===== config.mk =====
export PLATFORM = sky130hd
export DESIGN_NAME = vga_plot_arbiter
export DESIGN_NICKNAME = d
export VERILOG_FILES = /design/src/rtl/vga_plot_arbiter.sv
export SDC_FILE = /design/constraint.sdc
export NUM_CORES = 1
export LEC_CHECK = 0
export CAP_MARGIN = 40
export CORE_ASPECT_RATIO = 0.9
export CORE_UTILIZATION = 35
export CTS_BUF_LIST = sky130_fd_sc_hd__clkbuf_8
export DETAILED_ROUTE_END_ITERATION = 8
export GPL_ROUTABILITY_DRIVEN = 0
export PLACE_DENSITY = 0.78
export SYNTH_ARGS = -nofsm -noshare
export SYNTH_HDL_FRONTEND = slang
export SYNTH_SLANG_ARGS = --single-unit

===== constraint.sdc =====
create_clock -name clk -period 2.17 [get_ports clk]
set_clock_uncertainty 0.1 [all_clocks]
set_input_delay 0.434 -clock clk [delete_from_list [all_inputs] [get_ports clk]]
set_output_delay 0.434 -clock clk [all_outputs]
set_load 0.02 [all_outputs]

===== src/rtl/vga_plot_arbiter.sv =====
// Burst-granular arbiter sharing the vga_adapter pixel-write port between clear, sprite and background streams.
// Optional background starvation promotion is enabled by defining PLOT_ARB_STARVE_EN.
module vga_plot_arbiter #(
  parameter int H_RES        = 320,
  parameter int V_RES        = 240,
  parameter int STARVE_LIMIT = 1024
) (
  input  logic        clk,
  input  logic        reset,
  input  logic [2:0]  req,
  input  logic [2:0]  valid,
  input  logic [2:0]  last,
  input  logic [26:0] px,
  input  logic [23:0] py,
  input  logic [44:0] pcol,
  output logic [2:0]  grant,
  output logic [2:0]  ready,
  output logic [8:0]  vga_x,
  output logic [7:0]  vga_y,
  output logic [14:0] vga_colour,
  output logic        vga_plot,
  output logic        busy,
  output logic [15:0] clip_count
);

  typedef enum logic {IDLE, GRANT} state_t;

  localparam logic [9:0]  H_LIM      = 10'(H_RES);
  localparam logic [8:0]  V_LIM      = 9'(V_RES);
  localparam logic [15:0] STARVE_MAX = 16'(STARVE_LIMIT);

  state_t      state, state_n;
  logic [2:0]  grant_n;
  logic [2:0]  winner;
  logic        promote;
  logic        hs, last_hs, owner_req, in_range;
  logic [8:0]  sel_x;
  logic [7:0]  sel_y;
  logic [14:0] sel_col;

  assign ready = grant;
  assign busy  = (state == GRANT);

  // grant is one-hot, so masking with it isolates the owner's handshake and request.
  assign hs        = |(valid & grant);
  assign last_hs   = |(valid & last & grant);
  assign owner_req = |(req & grant);

  always_comb begin
    sel_x   = px[8:0];
    sel_y   = py[7:0];
    sel_col = pcol[14:0];
    if (grant[2]) begin
      sel_x   = px[26:18];
      sel_y   = py[23:16];
      sel_col = pcol[44:30];
    end else if (grant[1]) begin
      sel_x   = px[17:9];
      sel_y   = py[15:8];
      sel_col = pcol[29:15];
    end
  end

  assign in_range = ({1'b0, sel_x} < H_LIM) && ({1'b0, sel_y} < V_LIM);

`ifdef PLOT_ARB_STARVE_EN
  logic [15:0] starve_cnt;

  assign promote = (starve_cnt == STARVE_MAX);

  always_ff @(posedge clk) begin
    if (!reset) begin
      starve_cnt <= '0;
    end else if (grant_n[2]) begin
      starve_cnt <= '0;
    end else if (req[2] && !grant[2] && (starve_cnt != STARVE_MAX)) begin
      starve_cnt <= starve_cnt + 16'd1;
    end
  end
`else
  logic cfg_unused;

  assign promote    = 1'b0;
  assign cfg_unused = ^STARVE_MAX;
`endif

  always_comb begin
    winner = 3'b000;
    if (req[0])                 winner = 3'b001;
    else if (promote && req[2]) winner = 3'b100;
    else if (req[1])            winner = 3'b010;
    else if (req[2])            winner = 3'b100;
  end

  // NOTE: every signal driven here gets a default first, so no path can infer a latch.
  always_comb begin
    state_n = state;
    grant_n = grant;
    unique case (state)
      IDLE: begin
        grant_n = 3'b000;
        if (|req) begin
          grant_n = winner;
          state_n = GRANT;
        end
      end
      GRANT: begin
        // Completion on a last beat, or abort when the owner lets go without a beat.
        if (last_hs || (!owner_req && !hs)) begin
          grant_n = 3'b000;
          state_n = IDLE;
        end
      end
      default: begin
        grant_n = 3'b000;
        state_n = IDLE;
      end
    endcase
  end

  // NOTE: state is updated with non-blocking assignments so every register samples pre-edge values.
  always_ff @(posedge clk) begin
    if (!reset) begin
      state      <= IDLE;
      grant      <= 3'b000;
      vga_x      <= '0;
      vga_y      <= '0;
      vga_colour <= '0;
      vga_plot   <= 1'b0;
      clip_count <= '0;
    end else begin
      state    <= state_n;
      grant    <= grant_n;
      vga_plot <= 1'b0;
      if (hs) begin
        vga_x      <= sel_x;
        vga_y      <= sel_y;
        vga_colour <= sel_col;
        vga_plot   <= in_range;
        if (!in_range && (clip_count != 16'hFFFF)) clip_count <= clip_count + 16'd1;
      end
    end
  end

endmodule


==> impl_metrics.py <==
metrics = {
    "status": {
        "status": "finished with violations",
        "violations": "negative setup slack",
    },
    "power_and_ir_drop": {
        "leakage_uw": 0.00187,
        "p_seq_share_pct": 43.6,
        "comb_power_share_pct": 27.4,
        "pwr-share-clk_pct": 29.0,
        "ir_worst_vdd_mv": 0.305,
        "p_sw_uw": 620,
        "swShare_pct": 26.0,
        "pwr_density_cell_mw_per_mm2": 479,
        "p_int_uw": 1760,
    },
    "place": {
        "place_area_mm2": 0.00458,
        "portBuffers": 162,
        "dp_cells": 613,
        "place_hpwl_um": 6680,
        "pre_cts_slack_ns": -0.332,
    },
    "detailed_routing": {
        "via_per_inst": 5.16,
        "vias": 3259,
        "drt-pass1-iter-count": 4,
        "first_iter_violations": 77,
        "wl_per_cell_um": 14.8,
        "drc": 0,
        "drtAntennaViolNets": 0,
        "routed_wl_um": 9370,
    },
    "finish": {
        "diodes": 0,
        "nNetsFinal": 642,
        "seqCellArea_mm2": 0.00107,
        "finalNonFillerCells": 631,
        "area_growth_pct": 77.7,
        "multi_input_area_mm2": 0.00173,
        "final_area_mm2": 0.00497,
        "layout-drive-gt1-share_pct": 12.9,
        "nFillCells": 653,
    },
    "yosys": {
        "ys_seq_elements": 53,
        "syn-num-nets": 472,
        "synthTopCellsByArea": "dfxtp_1, nor2_1, a21oi_1",
        "syn_inst": 364,
        "synthFlopType": "dfxtp_1",
        "synth_edf_count": 0,
        "seq_area_frac_synth_pct": 37.9,
        "async_reset_ff_share_pct": 0,
        "syn-cell-area_mm2": 0.00280,
        "syn_area_per_cell_um2": 7.69,
        "yosys_warnings": 0,
        "synthDistinctLibCells": 38,
        "synth_top_area_share_pct": 37.9,
        "yosysTopAreaCell": "dfxtp_1",
    },
    "global_route": {
        "grt_max_degree": 53,
        "track_usage_pct": 20.1,
        "grt_antenna_before_repair": 0,
        "grt_pass1_vias": 2937,
        "overflow": 0,
        "grt_pass1_wl_um": 13300,
    },
    "worst_setup_path": {
        "crit_start": "py[15]",
        "critPathKind": "primary input to flip-flop",
        "setup.worst_path.start_class": "primary input",
        "cp.arrival_ns": 2.27,
        "rr_startpoint": "grant[1]$_SDFFE_PN0P_",
        "cp.required_ns": 2.25,
        "path_max_fanout": 5,
        "cp-end-kind": "flip-flop",
    },
    "cts": {
        "path_clk_slew_ns": 0.10,
        "root_buffer": "clkbuf_8",
        "cts_tree": "built",
        "insertion_delay_ns": 0.30,
        "cts_buffers": 5,
        "clock-sinks": 53,
        "clockBufferDepth": 2,
        "htreeDepth": 2,
    },
    "floorplan": {
        "dieWidth_um": 96.2,
        "initial_utilization_pct": 36.5,
        "die-area_mm2": 0.00836,
        "io_pins": 163,
        "coreArea_mm2": 0.00766,
        "die_y_um": 86.8,
        "row_count": 30,
    },
    "sta": {
        "fmax_mhz": 459,
        "slew_viol_final": 0,
        "fin_crit_sh_pct": 100,
        "hold_slack_ns": 0.388,
        "rsz0062_at_grt": "yes",
        "setup-tns-final_ns": -0.0144,
        "layout_setup_ws_ns": -0.0108,
        "finalSetupViolations": 2,
        "worst_slew_margin_rel_pct": 68.3,
        "hold_viol_final": 0,
        "post-route-min-period_ns": 2.18,
        "worst_slew_pin_slew_ns": 0.476,
    },
    "hold_path": {
        "hp-start": "vga_x[5]$_SDFFE_PN0N_",
        "hold_path_class": "flip-flop to flip-flop",
    },
    "run": {
        "drv_cap": 0,
    },
}
==> critical path: stages <==
cell and delay (ns):
clkdlybuf4s50_1 0.47, mux2_4 0.17, mux2i_4 0.08, nor4_4 0.29, o21ai_4 0.15, buf_6 0.15
o31ai_1 0.43, a21oi_2 0.10
==> state kept, by name, indices dropped and copies added (netlist names) <==
register and cells:
clip_count 16, vga_colour 15, vga_x 9, vga_y 8, grant 3, busy 1
vga_plot 1
==> per-stage QoR <==
stage                     utilization (%)  power (uW)
after CTS                            61.6        2350
after floorplan                         -        1320
final                                64.9        2380
after global placement               59.8        1650
after detailed placement             59.8        1670
after global routing                 64.9        2490
==> kinds of logic after synthesis <==
family | share of synthesized area, %
flip-flops | 37.9
adder cells (fa/ha/maj) | 0.447
AO/OA/AOI/OAI | 18.5
XOR/XNOR | 0.313
AND/OR/NAND/NOR | 22.6
buffers and inverters | 5.81
multiplexers | 14.4
==> power groups by stage <==
stage / registers [uW] / clock network [uW] / logic, uW
after global routing: 1040 / 745 / 705
after detailed placement: 1060 / 0 / 606
after CTS: 1040 / 699 / 613
after global placement: 1060 / 0 / 593
after floorplan: 1100 / 0 / 219
final: 1040 / 691 / 651
==> layer usage <==
| layer | wire [um] | track usage, % |
|---|---|---|
| met1 | 3770 | 23.3 |
| met2 | 4720 | 36.9 |
| met3 | 738 | 4.65 |
| met4 | 136 | 4.75 |
| met5 | 0 | 0 |
==> area by class of cell <==
cell class | count | share of cell area [%]
clock buffers | 6 | 1.66
repair buffers | 192 | 38.6
clock inverters | 2 | 0.755
flip-flops and latches | 53 | 21.5
multi-input cells | 278 | 34.8
inverters | 4 | 0.302
well taps | 96 | 2.42
==> path summary, 6_finish.rpt <==
kind	slack, ns	endpoint	cells after the start
min	0.39	vga_x[5]$_SDFFE_PN0N_	2
max	-0.01	clip_count[9]$_SDFFE_PN0P_	8
min reg2reg	0.39	vga_x[5]$_SDFFE_PN0N_	2
max reg2reg	0	clip_count[9]$_SDFFE_PN0P_	7
==> synth_stat cells, drive strengths merged (5+ instances only) <==
library cell,number
nor2,98
a21oi,71
dfxtp,53
mux2i,32
clkbuf,18
buf,12
nand3,10
o21ai,10
or3,8
mux2,7
nand2,7
nand4,5
==> repair_timing <==
item,in CTS,in global routing
gates resized for setup,4,50
pin swaps,2,22
cloned,0,3
setup buffers,0,7
hold buffers,0,0
hold endpoints to repair,0,0
endpoints found under the setup margin,4,17
==> placed cells by master, fill, tap and decap left out, types with 4 or more instances in the layout <==
| master | instances |
|---|---|
| o21ai_1 | 7 |
| nand4_1 | 5 |
| a21oi_2 | 7 |
| a21oi_1 | 64 |
| clkdlybuf4s50_1 | 150 |
| buf_6 | 5 |
| dfxtp_1 | 51 |
| mux2i_4 | 4 |
| mux2_4 | 4 |
| mux2i_1 | 26 |
| clkbuf_8 | 6 |
| nor2_1 | 98 |
| dlymetal6s2s_1 | 12 |
| buf_4 | 22 |
| nand2_1 | 7 |
| inv_1 | 4 |
| nand3_1 | 10 |
| or3_1 | 6 |
No activity file was read; power rests on OpenSTA's default activity.
